## src/rtl/fetch_ctrl.sv

```systemverilog
// fetch_ctrl: PC sequencing for the fetch stage (boot hold, memory wait, deferred redirect, flush, redirect count).
// Rev 1.0
`default_nettype none

module fetch_ctrl #(
  parameter int DATA_WIDTH  = 32,
  parameter int BOOT_CYCLES = 4,
  parameter int CNT_WIDTH   = 16
) (
  input  logic                  clk,
  input  logic                  rst_n,
  input  logic [1:0]            PCSrcE_i,
  input  logic [DATA_WIDTH-1:0] PCTargetE_i,
  input  logic [DATA_WIDTH-1:0] ALUResultE_i,
  input  logic                  StallF_i,
  input  logic                  IMemAck_i,
  output logic                  PCrst_o,
  output logic                  PCen_o,
  output logic [1:0]            PCSrc_o,
  output logic [DATA_WIDTH-1:0] PCTarget_o,
  output logic                  IMemReq_o,
  output logic                  FetchWait_o,
  output logic                  FlushD_o,
  output logic                  FlushE_o,
  output logic [CNT_WIDTH-1:0]  RedirectCnt_o
);

  typedef enum logic [1:0] {
    BOOT  = 2'd0,
    FETCH = 2'd1,
    WAIT  = 2'd2
  } state_t;

  localparam logic [7:0]            BOOT_LAST = 8'(BOOT_CYCLES - 1);
  localparam logic [DATA_WIDTH-1:0] LSB_MASK  = {{(DATA_WIDTH-1){1'b1}}, 1'b0};

  state_t                  state;
  logic [7:0]              boot_cnt;
  logic                    pending;
  logic [DATA_WIDTH-1:0]   pend_addr;
  logic                    redirect;
  logic [DATA_WIDTH-1:0]   redirect_addr;

  // Redirects are only honoured once the PC has left its boot hold.
  always_comb begin
    redirect      = (state != BOOT) && ((PCSrcE_i == 2'b01) || (PCSrcE_i == 2'b10));
    redirect_addr = (PCSrcE_i == 2'b10) ? (ALUResultE_i & LSB_MASK) : PCTargetE_i;
  end

  assign FlushD_o = redirect;
  assign FlushE_o = redirect;

  always_comb begin
    PCen_o     = 1'b0;
    PCSrc_o    = 2'b00;
    PCTarget_o = pend_addr;
    case (state)
      FETCH: begin
        if (IMemAck_i) begin
          if (redirect) begin
            PCen_o     = 1'b1;
            PCSrc_o    = 2'b01;
            PCTarget_o = redirect_addr;
          end else begin
            PCen_o = !StallF_i;
          end
        end
      end
      WAIT: begin
        // A live redirect is younger than the deferred one, so it wins.
        if (IMemAck_i) begin
          if (redirect) begin
            PCen_o     = 1'b1;
            PCSrc_o    = 2'b01;
            PCTarget_o = redirect_addr;
          end else if (pending) begin
            PCen_o     = 1'b1;
            PCSrc_o    = 2'b01;
            PCTarget_o = pend_addr;
          end else begin
            PCen_o = !StallF_i;
          end
        end
      end
      default: begin
        PCen_o = 1'b0;
      end
    endcase
  end

  always_ff @(posedge clk or negedge rst_n) begin
    if (!rst_n) begin
      state       <= BOOT;
      boot_cnt    <= 8'd0;
      pending     <= 1'b0;
      pend_addr   <= '0;
      PCrst_o     <= 1'b1;
      IMemReq_o   <= 1'b0;
      FetchWait_o <= 1'b0;
    end else begin
      case (state)
        BOOT: begin
          if (boot_cnt == BOOT_LAST) begin
            state     <= FETCH;
            PCrst_o   <= 1'b0;
            IMemReq_o <= 1'b1;
          end else begin
            boot_cnt <= boot_cnt + 8'd1;
          end
        end
        FETCH: begin
          if (!IMemAck_i) begin
            state       <= WAIT;
            FetchWait_o <= 1'b1;
            if (redirect) begin
              pending   <= 1'b1;
              pend_addr <= redirect_addr;
            end
          end
        end
        WAIT: begin
          if (IMemAck_i) begin
            state       <= FETCH;
            FetchWait_o <= 1'b0;
            pending     <= 1'b0;
          end else if (redirect) begin
            pending   <= 1'b1;
            pend_addr <= redirect_addr;
          end
        end
        default: begin
          state       <= BOOT;
          boot_cnt    <= 8'd0;
          pending     <= 1'b0;
          PCrst_o     <= 1'b1;
          IMemReq_o   <= 1'b0;
          FetchWait_o <= 1'b0;
        end
      endcase
    end
  end

  always_ff @(posedge clk or negedge rst_n) begin
    if (!rst_n) begin
      RedirectCnt_o <= '0;
    end else if (PCen_o && (PCSrc_o == 2'b01) && (RedirectCnt_o != {CNT_WIDTH{1'b1}})) begin
      RedirectCnt_o <= RedirectCnt_o + 1'b1;
    end
  end

endmodule

`default_nettype wire

```

## config.mk

```make
export PLATFORM = sky130hd
export DESIGN_NAME = fetch_ctrl
export DESIGN_NICKNAME = d
export VERILOG_FILES = /design/src/rtl/fetch_ctrl.sv
export SDC_FILE = /design/constraint.sdc
export NUM_CORES = 1
export LEC_CHECK = 0
export ABC_AREA = 1
export CAP_MARGIN = 10
export CORE_ASPECT_RATIO = 1.25
export CORE_MARGIN = 1.5
export CORE_UTILIZATION = 47
export CTS_CLUSTER_DIAMETER = 60
export CTS_CLUSTER_SIZE = 20
export DETAILED_ROUTE_END_ITERATION = 8
export PLACE_DENSITY = 0.84
export SLEW_MARGIN = 20
export SYNTH_ARGS = -nofsm -noshare
export SYNTH_HDL_FRONTEND = slang
export SYNTH_SLANG_ARGS = --single-unit
```

## constraint.sdc

```tcl
create_clock -name clk -period 1.7 [get_ports clk]
set_input_delay 0.17 -clock clk [delete_from_list [all_inputs] [get_ports clk]]
set_output_delay 0.17 -clock clk [all_outputs]
set_load 0.05 [all_outputs]
```

==> results_dict.tcl <==
set metrics [dict create \
    seqCellArea_sq_um 1555 \
    cp.arrival_ns 1.98 \
    drv_cap 0 \
    drive_gt1_frac 0.3150 \
    cp_slowest_cell "dfrtp_1" \
    min_period_ns 2.146 \
    drtAntennaViolNets 0 \
    vias 4889 \
    overflow 0 \
    dpl-instance-area_sq_um 5715 \
    fin_crit_sh 1.262 \
    antenna_cells 0 \
    insertion_delay_ns 0.35 \
    ir_drop_mv 2.451 \
    synth_ff_type "dfrtp_1" \
    grt_pass1_wl_mm 21.29 \
    setup_viol 55 \
    critPathTopFamily "buffers and inverters" \
    maxSlewViolCount 0 \
    postLayoutSetupSlackWorst_ns -0.4459 \
    rsz0062_at_grt "yes" \
    synthToLayoutAreaGrowth_pct 75.40 \
    clkTransAtPathRegs_ns 0.08 \
    n_fill_cell 407 \
    io_pins 126 \
    power.total_mw 14.94 \
    clock-sinks 62 \
    ff2ff_setup_slack_ns -0.13 \
    grt_pass1_vias 4626 \
    initial_core_util 0.4807 \
    drc 0 \
    violations "negative setup slack" \
    crit_buf_inv 4 \
    fin_area_sq_um 6869 \
    post_drt_wl_per_cell_microns 19.16 \
    nets 817 \
    antenna_found_initial 0 \
    yosysWarnings 0 \
    ys_types 30 \
    multiInputGateArea_sq_um 2913 \
    chipWidth_microns 84.65 \
    crit_top_cell "buf_6" \
    ff2ff_path_depth 12 \
    place_ws_ns -0.5010 \
    worst-path-max-fanout 4 \
    crit_chain "inv_2 -> ha_4 -> nor2_4 -> buf_6 -> buf_6 -> nand3_2 -> o21ai_2 -> nor2_2 -> a21oi_4 -> buf_8" \
    max_freq_mhz 466.0 \
    pwr_density_cell_nw_per_um2 2174 \
    grtUsageMet1 0.3337 \
    drt_first_pass_iters 6 \
    track_usage 0.2998 \
    die_area_sq_um 8892 \
    hold_path_class "in2async" \
    viasPerCell 5.800 \
    htreeDepth 3 \
    syn_area_sq_um 3916 \
    wirelength_mm 16.15 \
    synthArstFlopShare 1.000 \
    synth_seq_cells 62 \
    cts_made_buffers 9 \
    dpl.hpwl_mm 8.436 \
    ys_seq_area_frac 0.3965 \
    crit_type "reg2out" \
    critical-path-max-stage-delay_ns 0.37 \
    grt-busiest-layer "met2" \
    met2_usage 0.5380 \
    hold_viol_final 0 \
    r2r-start "state[1]$_DFFE_PN0P_" \
    tritoncts "done" \
    rows 37 \
    cts_root_buffer "clkbuf_8" \
    drtIter0Drc 334 \
    cts_buffer_depth 2 \
    synth_fp_nets 655 \
    p_leak_nw 3.026 \
    netlist_instances 579 \
    cp-start-kind "flop" \
    grt_max_degree 57 \
    critPathCaptureType "output port" \
    globalRouteMet3Util 0.06872 \
    gp_congestion 0.8761 \
    synth_area_per_cell_sq_um 6.764 \
    core_sq_um 8148 \
    status "finished with violations" \
    synth-edff-count 0 \
    layout_commonest_cell "nand2_1" \
    reg2reg_to "RedirectCnt_o[14]$_DFFE_PN0P_" \
    layout_common_cells "nand2_1, clkdlybuf4s50_1, dfrtp_1" \
    portBuffers 123 \
    dieHeight_microns 105.1 \
    skew_ns 0.01122 \
    required_ns 1.53 \
]
==> routing by layer <==
layer	up-vias	share of wire	wire length (microns)
li1	2224	-	-
met1	2339	0.36	5771
met2	256	0.53	8594
met3	70	0.067	1090
met4	0	0.043	699
met5	-	0	0
==> cell usage after synthesis (all sizes together) (2+ instances only) <==
cell    count  area [sq um]
buf        12         88.83
ha          6         75.07
nand3      51         260.3
nand2     234         888.4
a21boi      2         15.01
o21ai     113         565.5
clkbuf     20         75.07
inv        29         108.9
nor2       27         125.1
xnor2       6         52.55
nand4       6         37.54
a21oi       5         28.78
dfrtp      61          1526
==> cell families after synthesis <==
| logic type | after synthesis | synth area share |
|---|---|---|
| XOR/XNOR | 7 | 0.01566 |
| AO/OA/AOI/OAI | 121 | 0.1572 |
| flip-flops | 62 | 0.3965 |
| AND/OR/NAND/NOR | 320 | 0.3380 |
| other | 1 | 0.0009575 |
| adder cells (fa/ha/maj) | 6 | 0.01917 |
| multiplexers | 1 | 0.002875 |
| buffers and inverters | 61 | 0.06965 |
==> power by group <==
part,switching (mW),internal (mW),total [mW]
registers,0.605,2.00,2.60
clock network,0.603,0.674,1.28
logic,6.71,4.35,11.1
==> registers in the layout, indices dropped and copies added (netlist names) <==
register       count
pend_addr         32
RedirectCnt_o     16
boot_cnt           8
state              2
FetchWait_o        1
IMemReq_o          1
PCrst_o            1
pending            1
==> what timing repair did <==
action                                  CTS  global route
cloned                                    4             4
endpoints found under the setup margin   52            69
gates resized for setup                 103            52
endpoints found under the hold margin    61             0
setup buffers                            11            16
pin swaps                                 4            17
hold buffers                              1             0
==> stage by stage <==
step	setup TNS [ns]	cells	util	hold slack, ns
floorplan	-0.08170	579	-	-0.1256
global placement	-27.47	796	0.7015	0.2260
detailed placement	-30.72	796	0.7015	0.2337
finish	-15.07	843	0.8431	0.4308
global route	-19.19	843	0.8431	0.4440
CTS	-9.304	828	0.7959	0.3902
==> worst min-delay path: stages <==
cell           delay, ns
dlygate4sd3_1       0.53
buf_2               0.13
buf_4               0.36
==> worst max-delay path by stage <==
stage                         start              to  slack, ns  cells after the start
2_1_floorplan  state[1]$_DFFE_PN0P_   PCTarget_o[2]      -0.01                      6
3_3_place_gp            PCSrcE_i[0]   PCTarget_o[1]      -0.45                      9
3_5_place_dp            PCSrcE_i[0]  PCTarget_o[13]      -0.50                      9
4_1_cts        state[1]$_DFFE_PN0P_   PCTarget_o[8]      -0.30                      9
5_1_grt        state[1]$_DFFE_PN0P_   PCTarget_o[0]      -0.51                     10
6_report       state[1]$_DFFE_PN0P_   PCTarget_o[0]      -0.45                     10
==> area by class of cell <==
cell class	count	share of cell area
Clock buffer	10	0.01858
Clock inverter	6	0.009290
Inverter	29	0.01585
Multi-Input combinational cell	457	0.4240
Sequential cell	62	0.2264
Tap cell	97	0.01767
Timing Repair Buffer	182	0.2882
Note: power is estimated with default switching activity, not from simulation.
